### config.mk
export PLATFORM = sky130hd
export DESIGN_NAME = video_pattern_gen
export DESIGN_NICKNAME = d
export VERILOG_FILES = /design/src/rtl/video_pkg.sv /design/src/rtl/video_timing_counter.sv /design/src/rtl/video_pattern_gen.sv
export SDC_FILE = /design/constraint.sdc
export NUM_CORES = 1
export LEC_CHECK = 0
export CORE_MARGIN = 1
export CORE_UTILIZATION = 30
export CTS_CLUSTER_DIAMETER = 150
export DETAILED_ROUTE_END_ITERATION = 16
export GPL_TIMING_DRIVEN = 1
export PLACE_DENSITY_LB_ADDON = 0.15
export SKIP_CTS_REPAIR_TIMING = 1
export SYNTH_ARGS = -nofsm -noshare
export SYNTH_HDL_FRONTEND = slang
export SYNTH_HIERARCHICAL = 1
export SYNTH_SLANG_ARGS = --single-unit
### constraint.sdc
create_clock -name clk_i -period 3.1 [get_ports clk_i]
set_clock_uncertainty 0.1 [all_clocks]
set_input_delay 0.62 -clock clk_i [delete_from_list [all_inputs] [get_ports clk_i]]
set_output_delay 0.62 -clock clk_i [all_outputs]
set_load 0.05 [all_outputs]
### src/rtl/video_pkg.sv
// Shared types and helpers for the video test-pattern source.
// Pattern mode encoding and the colour-bar lookup used by the top level.
package video_pkg;

    typedef enum logic [1:0] {
        VP_SOLID = 2'd0,
        VP_BARS  = 2'd1,
        VP_GRAD  = 2'd2,
        VP_CHECK = 2'd3
    } vp_mode_t;

    localparam int MAX_BPC = 16;

    // Bar order white, yellow, cyan, green, magenta, red, blue, black maps to
    // R = ~idx[1], G = ~idx[2], B = ~idx[0]; result is {R,G,B} packed at bpc spacing.
    function automatic logic [3*MAX_BPC-1:0] bar_rgb(input logic [2:0] idx, input int bpc);
        logic [3*MAX_BPC-1:0] full;
        logic [3*MAX_BPC-1:0] res;
        full = ~({(3*MAX_BPC){1'b1}} << bpc);
        res  = '0;
        if (!idx[1]) res = res | (full << (2 * bpc));
        if (!idx[2]) res = res | (full << bpc);
        if (!idx[0]) res = res | full;
        return res;
    endfunction

endpackage

### src/rtl/video_timing_counter.sv
// Pixel/line counters for the pattern source, with region flags decoded
// from the current counter position (combinational, registered by the top).
module video_timing_counter #(
    parameter int H_ACTIVE = 800,
    parameter int H_FP     = 40,
    parameter int H_SYNC   = 128,
    parameter int H_BP     = 88,
    parameter int V_ACTIVE = 600,
    parameter int V_FP     = 1,
    parameter int V_SYNC   = 4,
    parameter int V_BP     = 23,
    parameter int CW       = 11
) (
    input  logic          clk,
    input  logic          rst,
    output logic [CW-1:0] col,
    output logic [CW-1:0] row,
    output logic          active,
    output logic          hsync,
    output logic          vsync,
    output logic          line_last,
    output logic          frame_start,
    output logic          frame_end
);

    localparam int H_TOT = H_ACTIVE + H_FP + H_SYNC + H_BP;
    localparam int V_TOT = V_ACTIVE + V_FP + V_SYNC + V_BP;

    localparam logic [CW-1:0] H_LAST   = CW'(H_TOT - 1);
    localparam logic [CW-1:0] V_LAST   = CW'(V_TOT - 1);
    localparam logic [CW-1:0] H_ACT    = CW'(H_ACTIVE);
    localparam logic [CW-1:0] V_ACT    = CW'(V_ACTIVE);
    localparam logic [CW-1:0] H_ACT_LAST = CW'(H_ACTIVE - 1);
    localparam logic [CW-1:0] HS_FIRST = CW'(H_ACTIVE + H_FP);
    localparam logic [CW-1:0] HS_LAST  = CW'(H_ACTIVE + H_FP + H_SYNC - 1);
    localparam logic [CW-1:0] VS_FIRST = CW'(V_ACTIVE + V_FP);
    localparam logic [CW-1:0] VS_LAST  = CW'(V_ACTIVE + V_FP + V_SYNC - 1);

    if (H_TOT > 2**CW || V_TOT > 2**CW) begin : g_cw_check
        $error("video_timing_counter: H or V total does not fit in CW bits");
    end

    always_ff @(posedge clk or posedge rst) begin
        if (rst) begin
            col <= '0;
            row <= '0;
        end else if (col == H_LAST) begin
            col <= '0;
            row <= (row == V_LAST) ? '0 : row + 1'b1;
        end else begin
            col <= col + 1'b1;
        end
    end

    always_comb begin
        active      = (col < H_ACT) && (row < V_ACT);
        hsync       = (col >= HS_FIRST) && (col <= HS_LAST);
        vsync       = (row >= VS_FIRST) && (row <= VS_LAST);
        line_last   = (col == H_ACT_LAST) && (row < V_ACT);
        frame_start = (col == '0) && (row == '0);
        frame_end   = (col == H_LAST) && (row == V_LAST);
    end

endmodule

### src/rtl/video_pattern_gen.sv
// Parametrised video timing and test-pattern source in the pixel-clock domain.
// Mode/colour are captured at the top-left pixel and held for the whole frame.
module video_pattern_gen
    import video_pkg::*;
#(
    parameter int H_ACTIVE   = 800,
    parameter int H_FP       = 40,
    parameter int H_SYNC     = 128,
    parameter int H_BP       = 88,
    parameter int V_ACTIVE   = 600,
    parameter int V_FP       = 1,
    parameter int V_SYNC     = 4,
    parameter int V_BP       = 23,
    parameter int HSYNC_POL  = 1,
    parameter int VSYNC_POL  = 1,
    parameter int BPC        = 4,
    parameter int CW         = 11,
    parameter int GRAD_SHIFT = 5,
    parameter int CHK_LOG2   = 5
) (
    input  logic             clk_i,
    input  logic             rst_i,
    input  logic [1:0]       mode_i,
    input  logic [3*BPC-1:0] color_i,
    output logic             de_o,
    output logic             hsync_o,
    output logic             vsync_o,
    output logic [3*BPC-1:0] pix_o,
    output logic             sof_o,
    output logic             eol_o,
    output logic [7:0]       frame_o
);

    localparam logic HS_ON = (HSYNC_POL != 0);
    localparam logic VS_ON = (VSYNC_POL != 0);

    logic [CW-1:0]    col;
    logic [CW-1:0]    row;
    logic             active;
    logic             hsync;
    logic             vsync;
    logic             line_last;
    logic             frame_start;
    logic             frame_end;

    vp_mode_t         mode_q;
    vp_mode_t         mode_eff;
    logic [3*BPC-1:0] color_q;
    logic [3*BPC-1:0] color_eff;
    logic [7:0]       frame_cnt;
    logic [2:0]       bar_idx;
    logic [BPC-1:0]   grad;
    logic [CW-1:0]    chk_sum;
    logic             chk_on;
    logic [3*BPC-1:0] pix_next;

    video_timing_counter #(
        .H_ACTIVE (H_ACTIVE),
        .H_FP     (H_FP),
        .H_SYNC   (H_SYNC),
        .H_BP     (H_BP),
        .V_ACTIVE (V_ACTIVE),
        .V_FP     (V_FP),
        .V_SYNC   (V_SYNC),
        .V_BP     (V_BP),
        .CW       (CW)
    ) u_timing (
        .clk         (clk_i),
        .rst         (rst_i),
        .col         (col),
        .row         (row),
        .active      (active),
        .hsync       (hsync),
        .vsync       (vsync),
        .line_last   (line_last),
        .frame_start (frame_start),
        .frame_end   (frame_end)
    );

    // The (0,0) pixel already uses the freshly sampled inputs, so bypass the latch there.
    assign mode_eff  = frame_start ? vp_mode_t'(mode_i) : mode_q;
    assign color_eff = frame_start ? color_i : color_q;

    always_comb begin
        bar_idx = 3'd0;
        for (int k = 1; k < 8; k++) begin
            if (col >= CW'((k * H_ACTIVE) / 8)) bar_idx = 3'(k);
        end
    end

    assign grad    = col[GRAD_SHIFT +: BPC];
    assign chk_sum = col + CW'(frame_cnt);
    assign chk_on  = chk_sum[CHK_LOG2] ^ row[CHK_LOG2];

    always_comb begin
        pix_next = '0;
        case (mode_eff)
            VP_SOLID: pix_next = color_eff;
            VP_BARS:  pix_next = (3*BPC)'(bar_rgb(bar_idx, BPC));
            VP_GRAD:  pix_next = {grad, grad, grad};
            VP_CHECK: pix_next = chk_on ? '1 : '0;
            default:  pix_next = '0;
        endcase
    end

    always_ff @(posedge clk_i or posedge rst_i) begin
        if (rst_i) begin
            de_o      <= 1'b0;
            hsync_o   <= ~HS_ON;
            vsync_o   <= ~VS_ON;
            pix_o     <= '0;
            sof_o     <= 1'b0;
            eol_o     <= 1'b0;
            frame_o   <= 8'd0;
            frame_cnt <= 8'd0;
            mode_q    <= VP_SOLID;
            color_q   <= '0;
        end else begin
            de_o      <= active;
            hsync_o   <= hsync ? HS_ON : ~HS_ON;
            vsync_o   <= vsync ? VS_ON : ~VS_ON;
            pix_o     <= active ? pix_next : '0;
            sof_o     <= frame_start;
            eol_o     <= line_last;
            frame_o   <= frame_cnt;
            mode_q    <= mode_eff;
            color_q   <= color_eff;
            // Advances together with the counter wrap so the new frame's pixels see the new count.
            if (frame_end) frame_cnt <= frame_cnt + 8'd1;
        end
    end

endmodule

==> results.toml <==
[die]
core_um2 = 10800
die_w_um = 107
io_pins = 41
start_util_pct = 30.7
dieArea_um2 = 11500
rows = 38
die_y_um = 107

[setup_path]
cp-start-kind = "flop"
worst_setup_path_end_kind = "flop"
critPathRequiredTime_ns = 3.20
critical_path_buf_inv_count = 0
crit_arrival_ns = 2.80
critical-path-top-delay-family = "simple AND/OR/NAND/NOR gates"
path_max_fanout = 12
worst_path_max_delay_cell = "dfrtp_1"
slowest_delay_ns = 0.51
critPathKind = "reg -> reg"
cp_cell_sequence = "nor4_1, nand4b_1, nor4_4, mux2i_1, nor2_1, nand3b_1, a31oi_1"

[grt]
grt_busiest_layer = "met2"
antenna_found_initial = 0
grt_pass1_vias = 2531
grt.met1_usage_pct = 18.4
grt_max_degree = 23
grt_pass1_wl_um = 12700
track_usage_pct = 14.5
use_met3_pct = 4.13
grt_overflow = 0
use_met2_pct = 23.9

[clock_network]
clk_latency_ns = 0.35
cts.clk_slew.worst_paths_ns = 0.08
cts.sinks = 69
cts_buffer_depth = 2
cts_made_buffers = 9
cts_root_buffer = "clkbuf_8"
htreeDepth = 3
tritoncts = "built"

[synthesis]
synth_fp_nets = 337
ys_ff_latch = 69
async_flop_share_pct = 100
yosys_warnings = 6
synth.distinct_cells = 52
syn_inst = 311
netlist_area_um2 = 3310
avgSynthCellArea_um2 = 10.7
seq_area_frac_synth_pct = 52.1
synth_top_flop_cell = "dfrtp_1"
synth_edf_count = 0

[detailed_routing]
ant_nets = 0
drt-initial-drc-count = 108
drtPass1Iterations = 4
avgRoutedWirePerCell_um = 15.0
routed_wl_um = 7680
drc = 0
via_per_inst = 4.87
vias = 2496

[outcome]
status = "completed"

[timing]
hold_viol = 0
tns_ns = 0
worstMarginPinSlew_ns = 0.509
max_freq_mhz = 370
slew_violations = 0
relSlewSlack_pct = 65.2
fin_hold_ws_ns = 0.311
setup_viol = 0
period_needed_ns = 2.70
grt_setup_unrepaired = "no"
final.period_utilization_pct = 87.2

[placed_design]
gp_congestion = 0.812
io_buffer_count = 40
dpl.hpwl_um = 5500

[final_layout]
drive_gt1_share_pct = 16.1
syn_to_final_growth_pct = 27.6
fin_nets = 394
postLayoutCoreUtil_pct = 39.2
num_antenna_cells = 0

[power_and_ir_drop]
p_leak_nw = 1.78
pwr-share-clk_pct = 43.4
combPwrFrac_pct = 8.5
p_seq_share_pct = 48.0
switching_share_pct = 24.3
totalPowerFinal_w = 0.00194
power_switching_w = 0.000470
p_int_w = 0.00147
power_density_nw_per_um2 = 458
peakVddDrop_mv = 0.248

[min_path]
min_path_type = "reg -> reg"

[run]
cap_violations = 0
Yosys cell counts (4+ instances only):
library cell   n  area [µm²]
nor4_1         4        25.0
nand3_1       11        55.1
a31oi_1       12        75.1
nand2_1       13        48.8
clkbuf_1       8        30.0
nor2_1        22        82.6
mux2_2        11         124
buf_2          6        30.0
dfrtp_1       69        1730
xnor2_1       12         105
a21oi_1       11        55.1
o21ai_0       28         140
nand4_1        9        56.3
nor3_1         6        30.0
xor2_1         9        78.8
inv_1         16        60.1
ha_1          10         125
state kept, by name, indices dropped and copies added (netlist names):
signal / cells
color_q: 12
de_o: 1
eol_o: 1
frame_cnt: 8
frame_o: 8
hsync_o: 1
mode_q: 2
pix_o: 12
sof_o: 1
u_timing/col: 11
u_timing/row: 11
vsync_o: 1
metrics by stage:
stage	setup WS, ns	instances	cell area (µm²)
5_1_grt	0.137	513	4230
3_3_place_gp	0.522	497	3990
2_1_floorplan	0.443	311	3310
4_1_cts	0.243	513	4220
6_report	0.397	513	4230
3_5_place_dp	0.273	497	3990
power by group through the flow:
stage               sequential [W]  combinational (W)  clock, W
floorplan                  0.00100          0.0000450         0
global placement          0.000948           0.000167         0
detailed placement        0.000948           0.000168         0
CTS                       0.000930           0.000169  0.000881
global route              0.000933           0.000178  0.000914
finish                    0.000930           0.000165  0.000840
layout by cell type (no fill, tap or decap), types with 6 or more instances in the layout:
cell	netlist	routed
a21oi_1	11	11
a31oi_1	12	12
buf_4	0	21
clkbuf_8	0	10
clkdlybuf4s50_1	0	40
dfrtp_1	69	69
ha_1	10	10
inv_1	16	15
mux2_2	11	11
nand2_1	13	13
nand3_1	11	11
nand4_1	9	9
nor2_1	22	22
nor3_1	6	6
o21ai_0	28	28
xnor2_1	12	12
xor2_1	9	9
per-layer routing:
metal | share of wire, % | vias up
met5 | 0 | -
li1 | - | 1235
met4 | 1.4 | 0
met2 | 48 | 50
met1 | 46 | 1202
met3 | 3.8 | 9
layout make-up:
cell class / count / area (µm²)
well taps: 140 / 175
multi-input cells: 211 / 1480
flip-flops and latches: 69 / 1730
inverters: 16 / 60.1
fillers: 1085 / 6570
clock buffers: 10 / 138
repair buffers: 61 / 558
clock inverters: 6 / 93.8
path summary, 6_finish.rpt:
kind                                      startpoint                       end  slack, ns  depth (start not counted)
min in group asynchronous                      rst_i      color_q[2]$_DFF_PP0_       0.48                          2
hold reg to reg             frame_cnt[7]$_DFFE_PP0P_      frame_o[7]$_DFF_PP0_       0.31                          0
setup reg to reg           u_timing/col[9]$_DFF_PP0_        pix_o[5]$_DFF_PP0_       0.40                          7
setup / recovery           u_timing/col[9]$_DFF_PP0_        pix_o[5]$_DFF_PP0_       0.40                          7
max in group asynchronous                      rst_i  frame_cnt[0]$_DFFE_PP0P_       1.81                          3
hold / removal              frame_cnt[7]$_DFFE_PP0P_      frame_o[7]$_DFF_PP0_       0.31                          0
kinds of logic after synthesis:
kind of cell / after synthesis / share of synthesized area, %
fa+ha+maj: 10 / 3.78
simple gates: 93 / 15.9
flops: 69 / 52.1
xor+xnor: 21 / 5.55
buf+inv: 31 / 3.97
mux: 16 / 5.32
compound gates: 71 / 13.3
Note: power is estimated with default switching activity, not from simulation.
